[src/rtl/adc_pkg.sv]
// Shared types and default parameter values for the ADC SPI sequencer.
package adc_pkg;

    typedef enum logic [1:0] {
        IDLE,
        SETUP,
        SHIFT,
        QUIET
    } state_t;

    localparam int DEF_DATA_W     = 12;
    localparam int DEF_FRAME_BITS = 16;
    localparam int DEF_LEAD_BITS  = 4;
    localparam int DEF_NUM_CH     = 8;
    localparam int DEF_CH_W       = 3;
    localparam int DEF_ADDR_POS   = 2;
    localparam int DEF_CLK_DIV    = 4;
    localparam int DEF_CS_QUIET   = 2;

endpackage

[src/rtl/adc_spi_seq_if.sv]
// Result stream towards the filter/DSP chain: tagged sample with valid/ready.
interface adc_spi_seq_if
    import adc_pkg::*;
#(
    parameter int DATA_W = DEF_DATA_W,
    parameter int CH_W   = DEF_CH_W
);

    logic [DATA_W-1:0] sample_data;
    logic [CH_W-1:0]   sample_ch;
    logic              sample_valid;
    logic              sample_ready;

    modport master (
        output sample_data,
        output sample_ch,
        output sample_valid,
        input  sample_ready
    );

    modport slave (
        input  sample_data,
        input  sample_ch,
        input  sample_valid,
        output sample_ready
    );

endinterface

[src/rtl/adc_sclk_gen.sv]
// SPI clock divider: sclk idles high, toggles every CLK_DIV clk cycles while
// clr is low. The tick strobes announce the edge that the next clk edge makes.
module adc_sclk_gen
    import adc_pkg::*;
#(
    parameter int CLK_DIV = DEF_CLK_DIV
) (
    input  logic clk,
    input  logic rst,
    input  logic clr,
    output logic sclk,
    output logic rise_tick,
    output logic fall_tick
);

    localparam int CNT_W = $clog2(CLK_DIV);

    logic [CNT_W-1:0] cnt;
    logic             half_done;

    assign half_done = (cnt == CNT_W'(CLK_DIV - 1));
    assign rise_tick = half_done && !sclk;
    assign fall_tick = half_done && sclk;

    // Half-period counter and sclk toggle; clear parks sclk high with the count at zero.
    always_ff @(posedge clk) begin
        // NOTE: sequential state uses non-blocking assignments so every flop samples pre-edge values.
        if (rst || clr) begin
            cnt  <= '0;
            sclk <= 1'b1;
        end else if (half_done) begin
            cnt  <= '0;
            sclk <= ~sclk;
        end else begin
            cnt  <= cnt + CNT_W'(1);
        end
    end

endmodule

[src/rtl/adc_spi_seq.sv]
// ADC SPI frame master: drives cs_n/sclk/din, round-robins the channel mask,
// captures one result per frame and hands it out on a valid/ready stream.
// The ADC is pipelined, so each frame returns the channel addressed one frame earlier.
module adc_spi_seq
    import adc_pkg::*;
#(
    parameter int DATA_W     = DEF_DATA_W,
    parameter int FRAME_BITS = DEF_FRAME_BITS,
    parameter int LEAD_BITS  = DEF_LEAD_BITS,
    parameter int NUM_CH     = DEF_NUM_CH,
    parameter int CH_W       = DEF_CH_W,
    parameter int ADDR_POS   = DEF_ADDR_POS,
    parameter int CLK_DIV    = DEF_CLK_DIV,
    parameter int CS_QUIET   = DEF_CS_QUIET
) (
    input  logic              clk,
    input  logic              rst,
    input  logic              enable,
    input  logic [NUM_CH-1:0] ch_mask,
    output logic              cs_n,
    output logic              sclk,
    output logic              din,
    input  logic              dout_adc,
    adc_spi_seq_if.master     sample,
    output logic              overrun,
    input  logic              overrun_clr,
    output logic              busy
);

    localparam int BIT_W = $clog2(FRAME_BITS);
    localparam int Q_W   = $clog2(CS_QUIET + 1);

    localparam logic [BIT_W-1:0] LAST_BIT  = BIT_W'(FRAME_BITS - 1);
    localparam logic [BIT_W-1:0] LAST_DATA = BIT_W'(LEAD_BITS + DATA_W - 1);
    localparam logic [Q_W-1:0]   LAST_Q    = Q_W'(CS_QUIET - 1);

    // Lowest enabled channel strictly above cur, else the lowest enabled channel.
    function automatic logic [CH_W-1:0] next_channel(input logic [CH_W-1:0]   cur,
                                                     input logic [NUM_CH-1:0] mask);
        logic [CH_W-1:0]   lowest;
        logic [CH_W-1:0]   above;
        logic              found_above;
        logic [NUM_CH-1:0] m;
        lowest      = '0;
        above       = '0;
        found_above = 1'b0;
        for (int i = NUM_CH - 1; i >= 0; i--) begin
            m = mask >> i;
            if (m[0]) begin
                lowest = CH_W'(i);
                if (i > int'(cur)) begin
                    above       = CH_W'(i);
                    found_above = 1'b1;
                end
            end
        end
        return found_above ? above : lowest;
    endfunction

    // Value of din during frame bit k: the address MSB-first inside its window, zero elsewhere.
    function automatic logic addr_bit(input logic [CH_W-1:0] addr, input int k);
        logic [CH_W-1:0] t;
        t = '0;
        if (k >= ADDR_POS && k < ADDR_POS + CH_W) begin
            t = addr << (k - ADDR_POS);
        end
        return t[CH_W-1];
    endfunction

    state_t            state;
    state_t            state_next;
    logic              go;
    logic              start_frame;
    logic              frame_end;
    logic              gen_clr;
    logic              rise_tick;
    logic              fall_tick;
    logic              in_data;
    logic [BIT_W-1:0]  bit_cnt;
    logic [Q_W-1:0]    q_cnt;
    logic [DATA_W-1:0] shreg;
    logic [CH_W-1:0]   ptr;
    logic [CH_W-1:0]   prev_ch;
    logic              prime;
    logic              done;

    assign go      = enable && (|ch_mask);
    assign in_data = (int'(bit_cnt) >= LEAD_BITS) && (int'(bit_cnt) < LEAD_BITS + DATA_W);
    assign gen_clr = !(state == SETUP || state == SHIFT) || frame_end;

    adc_sclk_gen #(
        .CLK_DIV (CLK_DIV)
    ) u_sclk_gen (
        .clk       (clk),
        .rst       (rst),
        .clr       (gen_clr),
        .sclk      (sclk),
        .rise_tick (rise_tick),
        .fall_tick (fall_tick)
    );

    // FSM state register.
    always_ff @(posedge clk) begin
        if (rst) state <= IDLE;
        else     state <= state_next;
    end

    // FSM next state plus frame start/end strobes.
    always_comb begin
        // NOTE: every output gets a default first so no latch is inferred.
        state_next  = state;
        start_frame = 1'b0;
        frame_end   = 1'b0;
        case (state)
            IDLE: begin
                if (go) begin
                    state_next  = SETUP;
                    start_frame = 1'b1;
                end
            end
            SETUP: begin
                if (fall_tick) state_next = SHIFT;
            end
            SHIFT: begin
                if (fall_tick && bit_cnt == LAST_BIT) begin
                    state_next = QUIET;
                    frame_end  = 1'b1;
                end
            end
            QUIET: begin
                if (q_cnt == LAST_Q) begin
                    if (go) begin
                        state_next  = SETUP;
                        start_frame = 1'b1;
                    end else begin
                        state_next  = IDLE;
                    end
                end
            end
            default: state_next = IDLE;
        endcase
    end

    // Frame datapath: pins, bit/quiet counters, sequencer, capture shift register.
    always_ff @(posedge clk) begin
        if (rst) begin
            cs_n    <= 1'b1;
            busy    <= 1'b0;
            din     <= 1'b0;
            bit_cnt <= '0;
            q_cnt   <= '0;
            shreg   <= '0;
            ptr     <= '0;
            prev_ch <= '0;
            prime   <= 1'b1;
            done    <= 1'b0;
        end else begin
            cs_n  <= !(state_next == SETUP || state_next == SHIFT);
            busy  <= (state_next != IDLE);
            done  <= 1'b0;
            q_cnt <= (state == QUIET) ? q_cnt + Q_W'(1) : '0;

            // ch_mask is looked at only here, once per frame.
            if (start_frame) begin
                ptr     <= next_channel(ptr, ch_mask);
                prev_ch <= ptr;
            end

            if (state == SETUP && fall_tick) begin
                bit_cnt <= '0;
                din     <= addr_bit(ptr, 0);
            end

            if (state == SHIFT) begin
                if (fall_tick) begin
                    if (bit_cnt == LAST_BIT) begin
                        din   <= 1'b0;
                        prime <= 1'b0;
                    end else begin
                        bit_cnt <= bit_cnt + BIT_W'(1);
                        din     <= addr_bit(ptr, int'(bit_cnt) + 1);
                    end
                end
                if (rise_tick && in_data) begin
                    shreg <= {shreg[DATA_W-2:0], dout_adc};
                end
                if (rise_tick && bit_cnt == LAST_DATA && !prime) begin
                    done <= 1'b1;
                end
            end

            if (state == QUIET && state_next == IDLE) begin
                prime <= 1'b1;
            end
        end
    end

    // Output register with valid/ready handshake and sticky overrun.
    always_ff @(posedge clk) begin
        if (rst) begin
            sample.sample_data  <= '0;
            sample.sample_ch    <= '0;
            sample.sample_valid <= 1'b0;
            overrun             <= 1'b0;
        end else begin
            if (done) begin
                sample.sample_data  <= shreg;
                sample.sample_ch    <= prev_ch;
                sample.sample_valid <= 1'b1;
            end else if (sample.sample_valid && sample.sample_ready) begin
                sample.sample_valid <= 1'b0;
            end

            // A fresh overwrite beats a simultaneous clear.
            if (done && sample.sample_valid && !sample.sample_ready) begin
                overrun <= 1'b1;
            end else if (overrun_clr) begin
                overrun <= 1'b0;
            end
        end
    end

endmodule

[src/flat_wrapper.sv]
// flat-port wrapper written by rule: the top's interface ports become plain ports
module adc_spi_seq_flat import adc_pkg::*;
#(
    parameter int DATA_W     = DEF_DATA_W,
    parameter int FRAME_BITS = DEF_FRAME_BITS,
    parameter int LEAD_BITS  = DEF_LEAD_BITS,
    parameter int NUM_CH     = DEF_NUM_CH,
    parameter int CH_W       = DEF_CH_W,
    parameter int ADDR_POS   = DEF_ADDR_POS,
    parameter int CLK_DIV    = DEF_CLK_DIV,
    parameter int CS_QUIET   = DEF_CS_QUIET
)
  (clk, rst, enable, ch_mask, cs_n, sclk, din, dout_adc, overrun, overrun_clr, busy, sample_sample_data, sample_sample_ch, sample_sample_valid, sample_sample_ready);
  adc_spi_seq_if #(.DATA_W(DATA_W), .CH_W(CH_W)) sample_i ();
  input  logic clk;
  input  logic rst;
  input  logic enable;
  input  logic [NUM_CH-1:0] ch_mask;
  output logic cs_n;
  output logic sclk;
  output logic din;
  input  logic dout_adc;
  output logic overrun;
  input  logic overrun_clr;
  output logic busy;
  output wire logic [$bits(sample_i.sample_data)-1:0] sample_sample_data;
  output wire logic [$bits(sample_i.sample_ch)-1:0] sample_sample_ch;
  output wire logic [$bits(sample_i.sample_valid)-1:0] sample_sample_valid;
  input wire logic [$bits(sample_i.sample_ready)-1:0] sample_sample_ready;
  assign sample_sample_data = sample_i.sample_data;
  assign sample_sample_ch = sample_i.sample_ch;
  assign sample_sample_valid = sample_i.sample_valid;
  assign sample_i.sample_ready = sample_sample_ready;
  adc_spi_seq #(.DATA_W(DATA_W), .FRAME_BITS(FRAME_BITS), .LEAD_BITS(LEAD_BITS), .NUM_CH(NUM_CH), .CH_W(CH_W), .ADDR_POS(ADDR_POS), .CLK_DIV(CLK_DIV), .CS_QUIET(CS_QUIET)) u_core (.clk(clk), .rst(rst), .enable(enable), .ch_mask(ch_mask), .cs_n(cs_n), .sclk(sclk), .din(din), .dout_adc(dout_adc), .sample(sample_i), .overrun(overrun), .overrun_clr(overrun_clr), .busy(busy));
endmodule
[config.mk]
export PLATFORM = sky130hd
export DESIGN_NAME = adc_spi_seq_flat
export DESIGN_NICKNAME = d
export VERILOG_FILES = /design/src/rtl/adc_pkg.sv /design/src/rtl/adc_spi_seq_if.sv /design/src/rtl/adc_sclk_gen.sv /design/src/rtl/adc_spi_seq.sv /design/src/flat_wrapper.sv
export SDC_FILE = /design/constraint.sdc
export NUM_CORES = 1
export LEC_CHECK = 0
export CAP_MARGIN = 10
export CORE_UTILIZATION = 49
export DETAILED_ROUTE_END_ITERATION = 8
export PLACE_DENSITY = 0.86
export SYNTH_ARGS = -nofsm -noshare
export SYNTH_HDL_FRONTEND = slang
export SYNTH_SLANG_ARGS = --single-unit
[constraint.sdc]
create_clock -name clk -period 1.79 [get_ports clk]
set_input_delay 0.179 -clock clk [delete_from_list [all_inputs] [get_ports clk]]
set_output_delay 0.179 -clock clk [all_outputs]
set_load 0.1 [all_outputs]
* Word level (Yosys, flattened, before mapping) *
Cells that the tools add are included.

word-level totals
  register bits = 51
  bits in latches = 0
  memory bits (writable) = 0
  bits in read-only memories = 0
  memories kept = 0

cells by class
  add/subtract/negate cells = 5
  $mul = 0
  div/mod/pow operators = 0
  magnitude comparators = 10
  eq/ne operators = 8
  shifts and indexed selects = 1
  multiplexer cells = 70
  bitwise gates (word level) = 3
  reduce and logical (&&, ||, !) cells = 34

operators with widths
  cell                   number
  $mux 3                 28
  $ge 32x3->1 const B    1
  $lt 32x4->1 const B    1
  $mux 1                 32
  $shl 3x32->3           1
  $sub 32x3->32 const B  1
  $mux 4                 4
  $logic_and 1x1->1      13
  $gt 3x3->1 const A     4
  $eq 2x2->1 const B     4
  $mux 2                 4
  $pmux 2 s4             1
  $reduce_or 2->1        4
  $reduce_or 8->1        1
  $eq 2x1->1 const B     3
  $gt 2x3->1 const A     2
  $reduce_bool 2->1      3
  $add 4x1->5 const B    1
  $logic_not 1->1        5
  $add 2x1->2 const B    2
  $add 4x1->4 const B    1
  $eq 4x4->1 const B     1
  $ge 4x3->1 const B     1
  $logic_not 2->1        2
  6 further kinds        11

* Longest topological paths before layout *
  word-level depth = 20
  mapped depth = 10

* Hierarchy *
Synthesis repeated with hierarchy kept, for this count alone.

unflattened totals
  cell total of the unflattened synthesis = 265
  area, all modules = 2412.3 µm²

by module, submodules not included
  module        times used  cells each  area each (µm²)
  adc_spi_seq   1           254         2280.9
  adc_sclk_gen  1           11          131.4

* Worst setup path after synthesis *
OpenSTA, ideal clock, no wires.

  path type = reg2reg
  start = register u_core.u_sclk_gen.sclk
  end = register u_core.prime
  arrival = 2.244 ns
  required time = 1.668 ns
  slack = -0.576 ns
  cell stages (with the launch flop) = 7
  path buffers = 1
  period minus slack after synthesis = 2.366 ns
  cell sequence = dfxtp_1 clkbuf_1 nand3_1 o2bb2ai_1 a22o_1 ha_1 a221o_1

between the ends
  longest elaborated chain between the ends = 7
  elaborated cells on any way between the ends = 9

ends and longest elaborated chain
  element                    RTL line            text
  start: declaration         adc_sclk_gen.sv:11  output logic sclk,
  start signal: assignment   adc_sclk_gen.sv:33  sclk <= ~sclk;
  $logic_and 1x1->1 *        adc_sclk_gen.sv:23  assign fall_tick = half_done && sclk;
  $logic_and 1x1->1          adc_spi_seq.sv:125  if (fall_tick && bit_cnt == LAST_BIT) begin
  $mux 2                     adc_spi_seq.sv:125
  $pmux 2 s4                 adc_spi_seq.sv:114  case (state)
  $logic_not 2->1            adc_spi_seq.sv:192  if (state == QUIET && state_next == IDLE) begin
  $logic_and 1x1->1          adc_spi_seq.sv:192
  $reduce_or 2->1 (no line)  -
  end signal: assignment     adc_spi_seq.sv:155  prime <= 1'b1;
  end signal: assignment     adc_spi_seq.sv:178  prime <= 1'b0;
  end signal: assignment     adc_spi_seq.sv:193  prime <= 1'b1;
  end: declaration           adc_spi_seq.sv:84   logic prime;

Mark *: on every way between the ends. The rest lies on a longest branch, timed or not.
A chain may end at the register's enable or synchronous reset.

* Final worst setup path *
  start = register u_core.bit_cnt[0]
  end = register u_core.prime

between the ends
  longest elaborated chain between the ends = 7
  elaborated cells on any way between the ends = 8

ends and longest elaborated chain
  element                    RTL line                                text
  start: declaration         adc_spi_seq.sv:79                       logic [BIT_W-1:0] bit_cnt;
  start signal: assignment   adc_spi_seq.sv:180                      bit_cnt <= bit_cnt + BIT_W'(1);
  $eq 4x4->1 *               adc_spi_seq.sv:125, adc_spi_seq.sv:176
  $logic_and 1x1->1          adc_spi_seq.sv:125
  $mux 2                     adc_spi_seq.sv:125
  $pmux 2 s4                 adc_spi_seq.sv:114
  $logic_not 2->1            adc_spi_seq.sv:192
  $logic_and 1x1->1          adc_spi_seq.sv:192
  $reduce_or 2->1 (no line)  -

Marked as above.

==> summary by stage <==
Clock tree
The total number of clock tree sinks is 51. The CTS tree is built. In this run, post-CTS hold repair placed 0 buffers. The depth of the CTS H-tree is 2. Buffers inserted during clock tree synthesis total 5. The later-pin clock latency in the skew report is 0.30 ns.

The clock tree buffer depth is 2. The clock root buffer is clkbuf_8. The clock transition at the registers of the reported paths is 0.09 ns.

STA
The max-slew headroom at the worst pin is 78.0%. The final-report hold violation count is 0. Setup repair after global routing could not meet its margin everywhere. The worst path uses 103% of the clock period. At the pin with the least slew margin, the transition time is 0.330 ns. The final-report setup violation count is 3. The tightest hold margin is 0.422 ns. For the finished layout, the period the worst path requires is 1.85 ns. For this run, the top clock speed supported by timing is 0.540 GHz. The total negative setup slack is -0.111 ns. The slack of the critical path is -0.0619 ns. The clock arrives with 0.00665 ns of skew.

The max-slew violation total from the final report is 0.

Placed design
The post-placement cell count is 399. Port buffering added 34 buffers. Timing analysis after detailed placement gives a worst setup slack of -0.541 ns. The HPWL reported at the end of detailed placement is 3930 um.

The final weighted congestion in routability-driven placement is 0.932.

Power
The maximum VDD drop is 0.783 mV. The analysis attributes to cell leakage a power of 1.37 nW. Power spread over the standard cell area amounts to 1030 nW/um2.

Layout
At the end of the flow, the number of nets in the layout was 372. Leaving out fill and tap cells, the most frequent cell in the layout is buf_4. In the layout the commonest cells are buf_4 (64), nor2_1 (54), dfxtp_1 (46), mux2i_1 (30), a21oi_1 (11).

Of the cells placed in the final design, the portion with a size suffix greater than 1 is 30.7%. The non-filler instance count after layout is 412. 0 antenna diodes ended up in the layout.

The area added between synthesis and finish is 36.7%.

Route
The detailed-route wire length is 5590 um. The number of vias after detailed routing is 2225. The remaining antenna violation count is 0. The detailed router finished its first iteration with 120 violations. The final routed wire length divided by cell count is 13.6 um. The remaining routing DRC violations is 0. The number of search-and-repair iterations in the first detailed-routing pass is 5. The average vias per placed instance is 5.40.

Floorplan
The floorplan has 25 rows. The effective utilization at floorplan is 51.5%. The die covers 5280 um2. In this run the vertical extent of the chip is 72.7 um. The total core area is 4750 um2. The floorplan step set the die width to 72.7 um. Pin placement for this block handled 35 I/O pins.

GRT
Global routing consumed, over all layers together, 22.1% of the routing resources. The first global-routing pass estimated 9200 um of wire. The number of antenna violations at the first check in global routing was 0. The overflow left after global routing is 0. The via count of the first global-routing pass is 2054. The maximum number of pins on one net before global-route repair is 30.

Synthesis
When the netlist entered floorplanning its net count stood at 302. Summing every instance area after synthesis gives 2450 um2. The share of flip-flops with an asynchronous set or reset is 0%. After synthesis, the netlist uses 46 different library cells. The primary flip-flop cell chosen by synthesis mapping is dfxtp_1. In this run, synthesis inferred 0 flip-flops with an integrated enable. In this run the mean area of a mapped cell was 8.94 um2. For this run, the register share of the synthesized area comes to 41.7%. Synthesis produced 274 cells.

The number of synthesis warnings is 0. The synthesized design contains 51 register bits.

Run status
The checks that failed: setup timing. The run finished, with violations left.

Setup path
The launch point of the worst reg-to-reg path is u_core.bit_cnt[0]. The arrival time reported for the critical path endpoint is 2.05 ns. The kind of critical path is register to register. The critical path startpoint is u_core.bit_cnt[0]. The critical path capture point type is a register. The critical-path maximum fanout is 4. The required time at the worst-slack endpoint is 1.99 ns. STA classifies the critical path startpoint as a register.

Min path
The path type of the worst min-delay path is register to register. In this run the most critical hold path is launched from u_core.q_cnt[0].

Run
The tool flagged a number of max-cap violations equal to 0.
critical path, cell delays in order, from the launching register on:
cell and delay [ns]:
dfxtp_4 0.39, ha_4 0.16, and3_1 0.19, buf_4 0.12, nand4_1 0.13, nand3_1 0.13
a21oi_2 0.08, ha_2 0.19, a221o_1 0.35
power by group:
| group | total, mW | leakage, nW | switching [mW] | internal, mW |
|---|---|---|---|---|
| Combinational | 1.35 | 0.905 | 0.717 | 0.630 |
| Clock | 0.748 | 0.0540 | 0.381 | 0.366 |
| Sequential | 1.34 | 0.415 | 0.103 | 1.24 |
what timing repair did:
item / 4_1_cts / 5_1_grt
setup endpoints to repair: 5 / 6
resized for setup: 20 / 14
setup buffers: 4 / 2
pin swaps: 7 / 6
synth_stat cells, types with 4 or more instances:
library cell	number	area (um2)
a21oi_1	14	70.1
clkbuf_1	12	45.0
dfxtp_1	51	1020
ha_1	14	175
inv_1	12	45.0
mux2i_1	30	300
nand2_1	9	33.8
nand2b_1	5	31.3
nand3_1	7	35.0
nand4_1	4	25.0
nor2_1	54	203
nor2b_1	7	43.8
o21ai_0	6	30.0
state kept, by name, indices dropped and copies added (netlist names):
signal and count:
u_core.sample.sample_data 12, u_core.ptr 3, u_core.prev_ch 3, u_core.bit_cnt 4
u_core.u_sclk_gen.cnt 2, u_core.u_sclk_gen.sclk 1, u_core.busy 1, u_core.state 2
u_core.done 1, u_core.overrun 1, u_core.cs_n 1, u_core.shreg 12
u_core.q_cnt 2, u_core.sample.sample_valid 1, u_core.din 1, u_core.prime 1
u_core.sample.sample_ch 3
routing by layer:
layer | GRT usage (%) | wire length, um | up-vias
li1 | - | - | 1088
met1 | 28.5 | 2410 | 1059
met2 | 37.5 | 2860 | 66
met3 | 5.11 | 254 | 12
met4 | 5.45 | 63 | 0
met5 | 0 | 0 | -
metrics by stage:
step | utilization [%] | total power [mW] | instance area (um2)
after detailed placement | 65.8 | 2.49 | 3130
after global routing | 70.4 | 3.60 | 3350
after floorplan | - | 2.09 | 2520
final | 70.4 | 3.44 | 3350
after global placement | 65.8 | 2.43 | 3130
after CTS | 69.4 | 3.34 | 3300
worst paths after layout:
check,endpoint,slack (ns),depth (start not counted)
max,u_core.prime,-0.06,8
min,u_core.q_cnt[0],0.42,1
max reg2reg,u_core.prime,-0.06,8
min reg2reg,u_core.q_cnt[0],0.42,1
logic make-up after synthesis:
logic type	synth area share (%)
DFF	41.7
muxes	12.3
AOI/OAI and AO/OA	11.5
xor gates and xnor gates	0.716
buffers and inverters	4.55
and+or+nand+nor	22.1
adders and majority gates	7.15
area by class of cell:
| class | count | area (um2) |
|---|---|---|
| clock buffer | 7 | 97.6 |
| clock inverter | 1 | 8.76 |
| fill | 346 | 1410 |
| inverter | 12 | 50.0 |
| multi-input combinational | 196 | 1450 |
| sequential | 51 | 1040 |
| tap | 67 | 83.8 |
| timing repair buffer | 78 | 621 |
No activity file was read; power rests on OpenSTA's default activity.
